`config.mk`:
```
export PLATFORM = sky130hd
export DESIGN_NAME = count_sequencer_flat
export DESIGN_NICKNAME = d
export VERILOG_FILES = /design/src/rtl/count_pkg.sv /design/src/rtl/count_sequencer_if.sv /design/src/rtl/tick_prescaler.sv /design/src/rtl/count_sequencer.sv /design/src/flat_wrapper.sv
export SDC_FILE = /design/constraint.sdc
export NUM_CORES = 1
export LEC_CHECK = 0
export BUFFER_PORTS_ARGS = -buffer_cell sky130_fd_sc_hd__buf_2
export CELL_PAD_IN_SITES_DETAIL_PLACEMENT = 1
export CELL_PAD_IN_SITES_GLOBAL_PLACEMENT = 1
export CORE_MARGIN = 4
export CORE_UTILIZATION = 40
export DETAILED_ROUTE_END_ITERATION = 8
export GPL_ROUTABILITY_DRIVEN = 1
export PLACE_DENSITY_LB_ADDON = 0.15
export SYNTH_ARGS = -nofsm -noshare
export SYNTH_HDL_FRONTEND = slang
export SYNTH_SLANG_ARGS = --single-unit
```
`constraint.sdc`:
```
create_clock -name clk -period 5.05 [get_ports clk]
set_clock_uncertainty 0.1 [all_clocks]
set_input_delay 0.2525 -clock clk [delete_from_list [all_inputs] [get_ports clk]]
set_output_delay 0.2525 -clock clk [all_outputs]
set_load 0.02 [all_outputs]
```
`src/rtl/count_pkg.sv`:
```
// ============================================================================
// Module      : count_pkg
// Description : Shared state encoding and default sizing for count_sequencer.
// Revision    : 1.0 - initial release
// ============================================================================
`default_nettype none

package count_pkg;

    localparam int DEF_WIDTH    = 6;
    localparam int DEF_TICK_DIV = 4;

    typedef enum logic [1:0] {
        ST_IDLE   = 2'd0,
        ST_RUN    = 2'd1,
        ST_PAUSED = 2'd2,
        ST_DONE   = 2'd3
    } state_t;

endpackage

`default_nettype wire

```
`src/rtl/count_sequencer_if.sv`:
```
// ============================================================================
// Module      : count_sequencer_if
// Description : Control and status bundle between control logic and sequencer.
// Revision    : 1.0 - initial release
// ============================================================================
`default_nettype none

interface count_sequencer_if
    import count_pkg::*;
#(
    parameter int WIDTH = DEF_WIDTH
) ();

    logic             start_i;
    logic             clear_i;
    logic             pause_i;
    logic [WIDTH-1:0] start_val_i;
    logic [WIDTH-1:0] stop_val_i;
    logic [WIDTH-1:0] count_out_o;
    logic             busy_o;
    logic             done_o;
    logic             match_o;

    modport master (
        output start_i, clear_i, pause_i, start_val_i, stop_val_i,
        input  count_out_o, busy_o, done_o, match_o
    );

    modport slave (
        input  start_i, clear_i, pause_i, start_val_i, stop_val_i,
        output count_out_o, busy_o, done_o, match_o
    );

endinterface

`default_nettype wire

```
`src/rtl/tick_prescaler.sv`:
```
// ============================================================================
// Module      : tick_prescaler
// Description : Divides clk into a one-cycle step strobe every TICK_DIV cycles.
// Revision    : 1.0 - initial release
// ============================================================================
`default_nettype none

module tick_prescaler #(
    parameter int TICK_DIV = 4
) (
    input  wire  clk,
    input  wire  rst_n,
    input  logic enable_i,
    input  logic clear_i,
    output logic tick_o
);

    localparam int              CW   = (TICK_DIV > 1) ? $clog2(TICK_DIV) : 1;
    localparam logic [CW-1:0]   LAST = CW'(TICK_DIV - 1);

    logic [CW-1:0] cnt_q;
    logic [CW-1:0] cnt_d;

    // Holding the count when disabled lets a pause resume mid-period.
    always_comb begin
        cnt_d = cnt_q;
        if (clear_i) begin
            cnt_d = '0;
        end else if (enable_i) begin
            cnt_d = (cnt_q == LAST) ? '0 : cnt_q + 1'b1;
        end
    end

    always_ff @(posedge clk or negedge rst_n) begin
        if (!rst_n) begin
            cnt_q <= '0;
        end else begin
            cnt_q <= cnt_d;
        end
    end

    assign tick_o = enable_i && !clear_i && (cnt_q == LAST);

endmodule

`default_nettype wire

```
`src/rtl/count_sequencer.sv`:
```
// ============================================================================
// Module      : count_sequencer
// Description : Steps a count from a start to a stop value once per prescaled
//               tick. Optional macro AUTO_RELOAD_EN repeats the sequence.
// Revision    : 1.0 - initial release
// ============================================================================
`default_nettype none

module count_sequencer
    import count_pkg::*;
#(
    parameter int WIDTH    = DEF_WIDTH,
    parameter int TICK_DIV = DEF_TICK_DIV
) (
    input  wire              clk,
    input  wire              rst_n,
    count_sequencer_if.slave bus
);

    state_t           state_q, state_d;
    logic [WIDTH-1:0] count_q, count_d;
    logic [WIDTH-1:0] stop_q,  stop_d;
    logic             done_q,  done_d;
    logic             match_q, match_d;
    logic             busy_q,  busy_d;

    logic             w_start_take;
    logic             w_step_en;
    logic             w_tick;
    logic [WIDTH-1:0] w_next_cnt;

`ifdef AUTO_RELOAD_EN
    logic [WIDTH-1:0] start_q, start_d;

    // Sitting on the stop value in RUN means the previous tick hit it.
    assign w_next_cnt = (count_q == stop_q) ? start_q : count_q + 1'b1;
`else
    assign w_next_cnt = count_q + 1'b1;
`endif

    assign w_start_take = !bus.clear_i && bus.start_i &&
                          ((state_q == ST_IDLE) || (state_q == ST_DONE));

    // Counting on the PAUSED->RUN edge keeps the delay equal to the pause length.
    assign w_step_en = !bus.clear_i && !bus.pause_i &&
                       ((state_q == ST_RUN) || (state_q == ST_PAUSED));

    tick_prescaler #(
        .TICK_DIV (TICK_DIV)
    ) u_prescaler (
        .clk      (clk),
        .rst_n    (rst_n),
        .enable_i (w_step_en),
        .clear_i  (bus.clear_i || w_start_take),
        .tick_o   (w_tick)
    );

    always_comb begin
        state_d = state_q;
        count_d = count_q;
        stop_d  = stop_q;
        done_d  = 1'b0;
        match_d = match_q;
`ifdef AUTO_RELOAD_EN
        start_d = start_q;
`endif

        if (bus.clear_i) begin
            state_d = ST_IDLE;
            count_d = '0;
            match_d = 1'b0;
        end else if (w_start_take) begin
            stop_d  = bus.stop_val_i;
            count_d = bus.start_val_i;
            match_d = 1'b0;
            state_d = ST_RUN;
`ifdef AUTO_RELOAD_EN
            start_d = bus.start_val_i;
            if (bus.start_val_i == bus.stop_val_i) begin
                done_d = 1'b1;
            end
`else
            if (bus.start_val_i == bus.stop_val_i) begin
                done_d  = 1'b1;
                match_d = 1'b1;
                state_d = ST_DONE;
            end
`endif
        end else begin
            unique case (state_q)
                ST_RUN:    if (bus.pause_i)  state_d = ST_PAUSED;
                ST_PAUSED: if (!bus.pause_i) state_d = ST_RUN;
                default:   ;
            endcase

            if (w_tick) begin
                count_d = w_next_cnt;
                if (w_next_cnt == stop_q) begin
                    done_d = 1'b1;
`ifndef AUTO_RELOAD_EN
                    match_d = 1'b1;
                    state_d = ST_DONE;
`endif
                end
            end
        end

        busy_d = (state_d == ST_RUN) || (state_d == ST_PAUSED);
    end

    always_ff @(posedge clk or negedge rst_n) begin
        if (!rst_n) begin
            state_q <= ST_IDLE;
            count_q <= '0;
            stop_q  <= '0;
            done_q  <= 1'b0;
            match_q <= 1'b0;
            busy_q  <= 1'b0;
`ifdef AUTO_RELOAD_EN
            start_q <= '0;
`endif
        end else begin
            state_q <= state_d;
            count_q <= count_d;
            stop_q  <= stop_d;
            done_q  <= done_d;
            match_q <= match_d;
            busy_q  <= busy_d;
`ifdef AUTO_RELOAD_EN
            start_q <= start_d;
`endif
        end
    end

    assign bus.count_out_o = count_q;
    assign bus.busy_o      = busy_q;
    assign bus.done_o      = done_q;
    assign bus.match_o     = match_q;

endmodule

`default_nettype wire

```
`src/flat_wrapper.sv`:
```
// flat-port wrapper written by rule: the top's interface ports become plain ports
module count_sequencer_flat import count_pkg::*;
#(
    parameter int WIDTH    = DEF_WIDTH,
    parameter int TICK_DIV = DEF_TICK_DIV
)
  (clk, rst_n, bus_start_i, bus_clear_i, bus_pause_i, bus_start_val_i, bus_stop_val_i, bus_count_out_o, bus_busy_o, bus_done_o, bus_match_o);
  count_sequencer_if #(.WIDTH(WIDTH)) bus_i ();
  input  wire clk;
  input  wire rst_n;
  input wire logic [$bits(bus_i.start_i)-1:0] bus_start_i;
  input wire logic [$bits(bus_i.clear_i)-1:0] bus_clear_i;
  input wire logic [$bits(bus_i.pause_i)-1:0] bus_pause_i;
  input wire logic [$bits(bus_i.start_val_i)-1:0] bus_start_val_i;
  input wire logic [$bits(bus_i.stop_val_i)-1:0] bus_stop_val_i;
  output wire logic [$bits(bus_i.count_out_o)-1:0] bus_count_out_o;
  output wire logic [$bits(bus_i.busy_o)-1:0] bus_busy_o;
  output wire logic [$bits(bus_i.done_o)-1:0] bus_done_o;
  output wire logic [$bits(bus_i.match_o)-1:0] bus_match_o;
  assign bus_i.start_i = bus_start_i;
  assign bus_i.clear_i = bus_clear_i;
  assign bus_i.pause_i = bus_pause_i;
  assign bus_i.start_val_i = bus_start_val_i;
  assign bus_i.stop_val_i = bus_stop_val_i;
  assign bus_count_out_o = bus_i.count_out_o;
  assign bus_busy_o = bus_i.busy_o;
  assign bus_done_o = bus_i.done_o;
  assign bus_match_o = bus_i.match_o;
  count_sequencer #(.WIDTH(WIDTH), .TICK_DIV(TICK_DIV)) u_core (.clk(clk), .rst_n(rst_n), .bus(bus_i));
endmodule
```
Word level (Yosys, flattened, before mapping)
Index checks and enable logic that the tools add are counted.
{"block": "op_classes", "add_sub_neg": 2, "multipliers": 0, "div_mod_pow": 0, "magnitude_cmp": 0, "eq_ne": 8, "shift": 0, "mux": 23, "n_bitwise": 1, "n_reduce_logical": 19}
{"cell": "two-way mux 2 bit", "count": 10}
{"cell": "two-way mux 6 bit", "count": 3}
{"cell": "equality test 6 bit", "count": 2}
{"cell": "two-way mux 1 bit", "count": 9}
{"cell": "equality test 2 bit (second input constant)", "count": 4}
{"cell": "adder 6 x 1 -> 6 bit (second input constant)", "count": 1}
{"cell": "logical AND 1 bit", "count": 6}
{"cell": "nonzero test 3 bit", "count": 2}
{"cell": "equality test 2 x 1 -> 1 bit (second input constant)", "count": 2}
{"cell": "logical OR 1 bit", "count": 4}
{"cell": "case mux 2 bit (2 select lines)", "count": 1}
{"cell": "AND reduction 2 bit", "count": 2}
{"cell": "zero test 1 bit", "count": 3}
{"cell": "adder 2 x 1 -> 2 bit (second input constant)", "count": 1}
{"cell": "zero test 2 bit", "count": 1}
{"cell": "nonzero test 2 bit", "count": 1}
{"cell": "NOT 1 bit", "count": 1}
{"block": "totals", "register_bits": 19, "latchBits": 0, "ram_bits": 0, "rom_bits": 0, "input_bits": 17, "output_inout_bits": 9, "wordCells": 60, "mem_count": 0}

Depth between registers and ports, before layout
Gate-level depths: netlist of the first run.
{"block": "depth", "ltp_word": 12, "depth_mapped": 8, "depth_no_buf": 7}

By module
A second synthesis of the first run with hierarchy kept.
{"block": "unflattened", "hier_cells": 122, "area_unflattened_um2": 1233.7}
{"module": "count_sequencer", "n_inst": 1, "cells_per_inst": 112, "area_per_inst_um2": 1126.1, "seq_area_each_um2": 425.4}
{"module": "tick_prescaler", "n_inst": 1, "cells_per_inst": 10, "area_per_inst_um2": 107.6, "seq_area_each_um2": 50.0}

Worst setup path before layout of the first run
No wires, ideal clock.
{"block": "synth_path", "kind": "register to register", "start": "register u_core.state_q[0]", "end": "register u_core.state_q[1]", "setup_time_ps": 87, "t_arrival_ps": 1881, "required_ps": 4863, "setup_slack_ps": 2982, "path_stages_with_launch": 9, "path_buffers": 1, "synth_period_minus_slack_ps": 2068, "path_cell_list": "dfrtp_1 > inv_1 > ha_1 > nor2_1 > and3_1 > buf_4 > nand4_1 > a2111o_1 > a211oi_2"}
{"block": "synth_via", "elab_chain_len": 10, "word_cells_on_any_way": 17, "cone_classes": "eq/ne (3); mux (5); reduce/logical (9)"}
{"item": "start: declaration", "line_no": "count_sequencer.sv:20", "text": "state_t state_q, state_d;"}
{"item": "start signal: assignment", "line_no": "count_sequencer.sv:123", "text": "state_q <= state_d;"}
{"item": "equality test 2 bit or zero test 2 bit (tied branches)", "line_no": "count_sequencer.sv:42", "text": "((state_q == ST_IDLE) || (state_q == ST_DONE));"}
{"item": "logical OR 1 bit", "line_no": "count_sequencer.sv:42"}
{"item": "logical AND 1 bit", "line_no": "count_sequencer.sv:41", "text": "assign w_start_take = !bus.clear_i && bus.start_i &&"}
{"item": "logical OR 1 bit", "line_no": "count_sequencer.sv:54", "text": ".clear_i (bus.clear_i || w_start_take),"}
{"item": "zero test 1 bit", "line_no": "tick_prescaler.sv:42", "text": "assign tick_o = enable_i && !clear_i && (cnt_q == LAST);"}
{"item": "logical AND 1 bit (2 in a row)", "line_no": "tick_prescaler.sv:42"}
{"item": "two-way mux 2 bit", "line_no": "count_sequencer.sv:96", "text": "if (w_tick) begin"}
{"item": "two-way mux 2 bit *", "line_no": "count_sequencer.sv:72", "text": "end else if (w_start_take) begin"}
{"item": "two-way mux 2 bit *", "line_no": "count_sequencer.sv:68", "text": "if (bus.clear_i) begin"}
{"item": "named net u_core.state_d[1]", "line_no": "count_sequencer.sv:20"}
Mark *: on every way through the listed nets, which the timed path passes. The rest lies on a longest branch.
A chain may end at the register's enable or synchronous reset.

Worst setup path after layout of the first run
Ends and elaborated chain as after synthesis.

==> impl_results.md, run 1 <==
- Crit. End Element: register
- Area leader, netlist: dfrtp_1
- Root Buffer: clkbuf_4
- Chip Height: 63.57 um
- Placer Congestion: 0.8999
- Pwr Density: 433.3 nW/um2
- Synth top area cells: dfrtp_1, xnor2_1, xor2_1
- Number of global-route vias before repair: 1070
- Main combinational cell family by area after synthesis: compound AO/OA/AOI/OAI gates
- Non-filler cells in the finished layout: 180
- Ant. Diodes: 0
- Simple-Gate Fraction of Synth Area: 13.68%
- Io pins: 26
- DRT antenna net count: 0
- Worst-path cell chain: inv_1 > ha_1 > nor2_1 > and3_1 > nand4_1 > a2111o_1 > a211oi_2
- DRC Markers: 0
- CTS tree: built
- RSZ-0062 raised after global routing: no
- Setup Viol. Count Final: 0
- Slowest cell on crit path: a2111o_1
- Status: complete, no violations
- Post-Route WL: 3.021 mm
- Vias post-DR: 1001
- Worst hold path depth: 2
- Initial DRC Count: 44
- Distinct cell type count of the synthesized netlist: 32
- CP Data Required Time: 5.17 ns
- Synth Register Bits: 19
- DP HPWL: 2.369 mm
- Xor and xnor area share after synthesis: 14.18%
- Initial Utilization: 43.29%
- Mux contribution to synthesized area: 8.815%
- Full die area: 4041 um2
- Num CTS Buffers: 3
- Crit Path Max Fanout: 12
- Dpl cells: 175
- Slew @ Worst Pin: 0.5547 ns
- Worst slew margin: 62.93%
- DR pass1 iterations: 4
- CTS clk-pin slew, worst paths: 0.10 ns
- NumNets Final: 171
- First-pass GRT wire length: 5.326 mm
- Setup TNS: 0 ns
- H-tree depth reported by CTS: 1
- Tot GR Track Use: 16.78%
- Share of cells above drive strength 1: 25.50%
- FMAX: 388.4 MHz
- Post-Syn Area: 1235 um2
- CTS Buffer Depth: 2
- Largest net degree at the start of global routing: 20
- Row cnt: 19
- Critical path type: register to register
- Port Buffers: 25
- Final hold violations: 0
- Area growth, synth to finish: 12.56%
- Adder-Cell Fraction of Synth Area: 4.053%
- Largest stage delay on the critical path: 0.49 ns
- Hold Path Class: input port to register
- Vias per inst: 5.561
- GR Overflow Total: 0
- Fillcell total: 325
- Max Cap Viol: 0
- Sink Count: 19
- Worst reg-to-reg path cell count: 7
- Slew Limit Fails: 0
- Leak: 0.6262 nW
- Peak supply drop: 192.4 uV
- DR WL/cell: 16.78 um
- Minimum clock period: 2.575 ns
- Initial antenna violation count: 0
- Post-CTS setup buffer count: 0
- Period utilisation layout: 50.98%
- Die Wd: 63.57 um
- Critical Path Source Type: register
- Synth warn: 0
- Compound-Gate Fraction of Synth Area: 15.91%
- Sequential share of the synthesized area: 38.50%
- Fin Hold WS: 0.09924 ns
- Worst-Skew Late Latency: 0.30 ns
- Core Area: 2853 um2
- Arrival time at the worst endpoint: 2.69 ns
- Syn Inst Count: 127
- Synthesized Nets: 148
- Share of the synthesized area in the top cell type: 38.50%
- Avg Inst Size Synth: 9.724 um2
metrics by stage:
step / cell area, um2 / util [%] / setup slack (ns) / total power, mW
floorplan: 1235 / - / 2.982 / 0.4575
global placement: 1354 / 47.46 / 2.628 / 0.5159
detailed placement: 1354 / 47.46 / 2.491 / 0.5315
CTS: 1390 / 48.73 / 2.452 / 0.6085
global route: 1390 / 48.73 / 2.263 / 0.6566
finish: 1390 / 48.73 / 2.475 / 0.6023
power by group:
| part | total, mW | internal (mW) | switching, mW |
|---|---|---|---|
| Clock | 0.0759 | 0.0308 | 0.0450 |
| Combinational | 0.274 | 0.128 | 0.146 |
| Sequential | 0.252 | 0.197 | 0.0554 |
registers in the layout, indices dropped and copies added (netlist names):
signal	count
u_core.bus.count_out_o	6
u_core.stop_q	6
u_core.state_q	2
u_core.u_prescaler.cnt_q	2
u_core.bus.busy_o	1
u_core.bus.done_o	1
u_core.bus.match_o	1
logic make-up after synthesis:
group | count (synthesis)
compound gates | 27
xor+xnor | 20
mux | 10
fa+ha+maj | 4
simple gates | 35
buf+inv | 12
flops | 19
critical path, delay by kind of cell, from the launching register on:
family	cells	cell delay, ns
AOI/OAI and AO/OA	2	0.69
and+or+nand+nor	3	0.66
adders and majority gates	1	0.45
buffers and inverters	1	0.11
DFF	1	0.47
repair_timing:
item	CTS	global route
resized for setup	0	0
endpoints found under the hold margin	19	0
hold buffers	1	0
final cells by class:
type                            count  area [um2]  share of cell area, %
Multi-Input combinational cell     96       699.4                  50.32
Inverter                            4       15.01                  1.080
Clock buffer                        4       26.28                  1.890
Sequential cell                    19       475.5                  34.20
Tap cell                           31       38.79                  2.790
Timing Repair Buffer               26       135.1                  9.721
worst paths after layout:
kind,startpoint,endpoint,slack [ns]
min,bus_stop_val_i[3],u_core.stop_q[3]$_DFFE_PN0P_,0.1
min in group asynchronous,rst_n,u_core.bus.count_out_o[1]$_DFFE_PN0P_,0.31
max in group asynchronous,rst_n,u_core.stop_q[2]$_DFFE_PN0P_,4.23
min reg2reg,u_core.stop_q[5]$_DFFE_PN0P_,u_core.stop_q[5]$_DFFE_PN0P_,0.43
max,u_core.state_q[0]$_DFF_PN0_,u_core.state_q[1]$_DFF_PN0_,2.48
max reg2reg,u_core.state_q[0]$_DFF_PN0_,u_core.state_q[1]$_DFF_PN0_,2.48
synth_stat cells:
master	instances
xnor2_1	10
nand4b_1	1
a211oi_1	7
o211ai_1	1
o21ai_0	6
ha_1	4
inv_1	4
a211oi_2	1
o211a_1	1
mux2_2	7
or2_2	1
o2bb2ai_1	1
o221a_2	1
nand3b_1	1
clkbuf_1	5
buf_6	1
nand2b_1	1
xor2_1	10
a41oi_1	1
nand4_1	5
and3_1	2
a21oi_1	4
o22a_1	2
buf_4	2
a31oi_1	1
nand2_1	5
nor3_1	2
nand3_1	3
nor2_1	14
a2111o_1	1
dfrtp_1	19
mux2i_1	3
metal layers:
| layer | share of wire [%] | wire [um] | vias up | global-route usage (%) |
|---|---|---|---|---|
| met5 | 0 | 0 | - | 0 |
| met4 | 0.76 | 23 | 0 | 3.235 |
| met3 | 4.4 | 132 | 4 | 4.263 |
| met2 | 48 | 1456 | 24 | 26.73 |
| met1 | 47 | 1409 | 472 | 22.98 |
| li1 | - | - | 501 | - |
placed cells by master, fill, tap and decap left out, types with 2 or more instances in the layout:
| master | Yosys | routed |
|---|---|---|
| o21ai_0 | 6 | 6 |
| mux2_2 | 7 | 7 |
| and3_1 | 2 | 2 |
| ha_1 | 4 | 4 |
| xnor2_1 | 10 | 10 |
| dfrtp_1 | 19 | 19 |
| o22a_1 | 2 | 2 |
| nor3_1 | 2 | 2 |
| mux2i_1 | 3 | 3 |
| nand4_1 | 5 | 5 |
| buf_2 | 0 | 25 |
| nand2_1 | 5 | 5 |
| a21oi_1 | 4 | 4 |
| nor2_1 | 14 | 14 |
| nand3_1 | 3 | 3 |
| xor2_1 | 10 | 10 |
| clkbuf_4 | 0 | 3 |
| inv_1 | 4 | 4 |
| a211oi_1 | 7 | 7 |
(Power assumes the default switching activity.)
==> run 2, diff against run 1 <==
CORE_UTILIZATION = 37   (was 40)
clock period = 2.35 ns   (was 5.05 ns; I/O delays follow)
==> run 2 against run 1 <==
  * Global-route usage rose by 0.19 points
  * Register-to-register slack got worse by 2.2 ns
  * Total power rose by 120%
  * Die area rose by 7.1%
  * Critical endpoint unchanged
  * Fmax rose by 21%
==> impl_results.md, run 2 (same netlist as run 1, synthesis figures left out) <==
- GR Overflow Total: 0
- Fin Hold WS: 0.01161 ns
- Sink Count: 19
- Arrival time at the worst endpoint: 2.23 ns
- Status: complete, no violations
- H-tree depth reported by CTS: 1
- Slowest cell on crit path: a2111o_1
- Commonest non-fill, non-tap cell in the layout: buf_2
- CTS tree: built
- Core Area: 3128 um2
- Io pins: 26
- Die Wd: 65.77 um
- Largest stage delay on the critical path: 0.49 ns
- Row cnt: 20
- Port Buffers: 25
- Chip Height: 65.77 um
- Core Util, Final: 48.88%
- Most frequent cells in the layout: buf_2, dfrtp_1, nor2_1
- CTS Buffer Depth: 2
- Critical Path Source Type: register
- Worst reg-to-reg path cell count: 7
- Crit path depth: 7
- DRT antenna net count: 0
- Dpl cells: 192
- Share of cells above drive strength 1: 27.16%
- Pre-CTS setup slack: 0.2044 ns
- Initial antenna violation count: 0
- Period utilisation layout: 90.30%
- Max Cap Viol: 0
- Initial Utilization: 39.48%
- Worst-path cell chain: inv_1 > ha_1 > nor2_1 > and3_1 > nand4_1 > a2111o_1 > a211oi_2
- Final hold violations: 0
- Final WS setup: 0.2280 ns
- Crit. End Element: register
- DR WL/cell: 16.21 um
- Largest net degree at the start of global routing: 20
- Full die area: 4326 um2
- Placer Congestion: 0.8140
- CTS clk-pin slew, worst paths: 0.12 ns
- Crit Path Max Fanout: 7
- Leak: 0.6850 nW
- Slew Limit Fails: 0
- First-pass GRT wire length: 5.602 mm
- Worst path bufs/invs: 1
- Crit path max-delay family: compound AO/OA/AOI/OAI gates
- Slew @ Worst Pin: 0.4394 ns
- CP Data Required Time: 2.46 ns
- Root Buffer: clkbuf_4
- Post-Route WL: 3.340 mm
- Vias post-DR: 1089
- Worst-Skew Late Latency: 0.30 ns
- Number of global-route vias before repair: 1147
- NumNets Final: 184
- Minimum clock period: 2.122 ns
- Initial DRC Count: 29
- Worst slew margin: 70.48%
- DR pass1 iterations: 4
- Post-CTS setup buffer count: 0
- Worst hold path depth: 3
- Area growth, synth to finish: 23.81%
- Setup Viol. Count Final: 0
- FMAX: 471.3 MHz
- Non-filler cells in the finished layout: 206
- Peak supply drop: 374.5 uV
- RSZ-0062 raised after global routing: no
- Num CTS Buffers: 3
- DRC Markers: 0
- Ant. Diodes: 0
- Setup TNS: 0 ns
- Vias per inst: 5.286
- Hold Path Class: input port to register
- DP HPWL: 2.483 mm
- Critical path type: register to register
- Pwr Density: 883.2 nW/um2
- Tot GR Track Use: 16.98%
-- run 2: changes by cell type in the layout (fill, tap and decap cells not counted) --
cell,change
clkbuf_1,-1
dlygate4sd3_1,+9
clkinv_2,+1
dfrtp_2,+1
dfrtp_1,-1
buf_4,+4
-- run 2: path summary, 6_finish.rpt --
| path | slack, ns | endpoint | from |
|---|---|---|---|
| min in group asynchronous | 0.19 | u_core.bus.match_o$_DFFE_PN0P_ | rst_n |
| setup reg to reg | 0.23 | u_core.state_q[1]$_DFF_PN0_ | u_core.state_q[0]$_DFF_PN0_ |
| hold reg to reg | 0.44 | u_core.stop_q[4]$_DFFE_PN0P_ | u_core.stop_q[4]$_DFFE_PN0P_ |
| max in group asynchronous | 1.64 | u_core.state_q[0]$_DFF_PN0_ | rst_n |
| setup / recovery | 0.23 | u_core.state_q[1]$_DFF_PN0_ | u_core.state_q[0]$_DFF_PN0_ |
| hold / removal | 0.01 | u_core.bus.count_out_o[0]$_DFFE_PN0P_ | bus_start_val_i[0] |
-- run 2: report_power, final --
part	total, mW	internal [mW]	switching [mW]
combinational	0.647	0.306	0.341
clock	0.167	0.0634	0.103
sequential	0.537	0.424	0.112
total	1.35	0.794	0.557
-- run 2: per-stage QoR --
stage	power (mW)	cell area, um2
finish	1.350	1529
global route	1.467	1529
CTS	1.355	1498
detailed placement	1.175	1400
global placement	1.141	1400
floorplan	0.9832	1235
-- run 2: worst min-delay path: stages --
cell and delay (ns):
buf_2 0.11, nor2_1 0.10, a211oi_1 0.05
-- run 2: what timing repair did --
action                                  CTS  global route
hold endpoints to repair                 25             3
gates resized for setup                   0             1
endpoints found under the setup margin    0             1
hold buffers                              7             3
-- run 2: final cells by class --
type,instances,area [um2]
Clock buffer,3,22.52
Clock inverter,1,5.005
Fill cell,366,1599
Inverter,4,15.01
Multi-Input combinational cell,96,699.4
Sequential cell,19,476.7
Tap cell,44,55.05
Timing Repair Buffer,39,255.2
-- run 2: routing by layer --
layer  up-vias  routed length [um]  global-route usage (%)
li1        523                   -                       -
met1       533                1557                   22.07
met2        29                1615                   28.29
met3         4                 138                   4.592
met4         0                  27                   3.109
met5         -                   0                       0
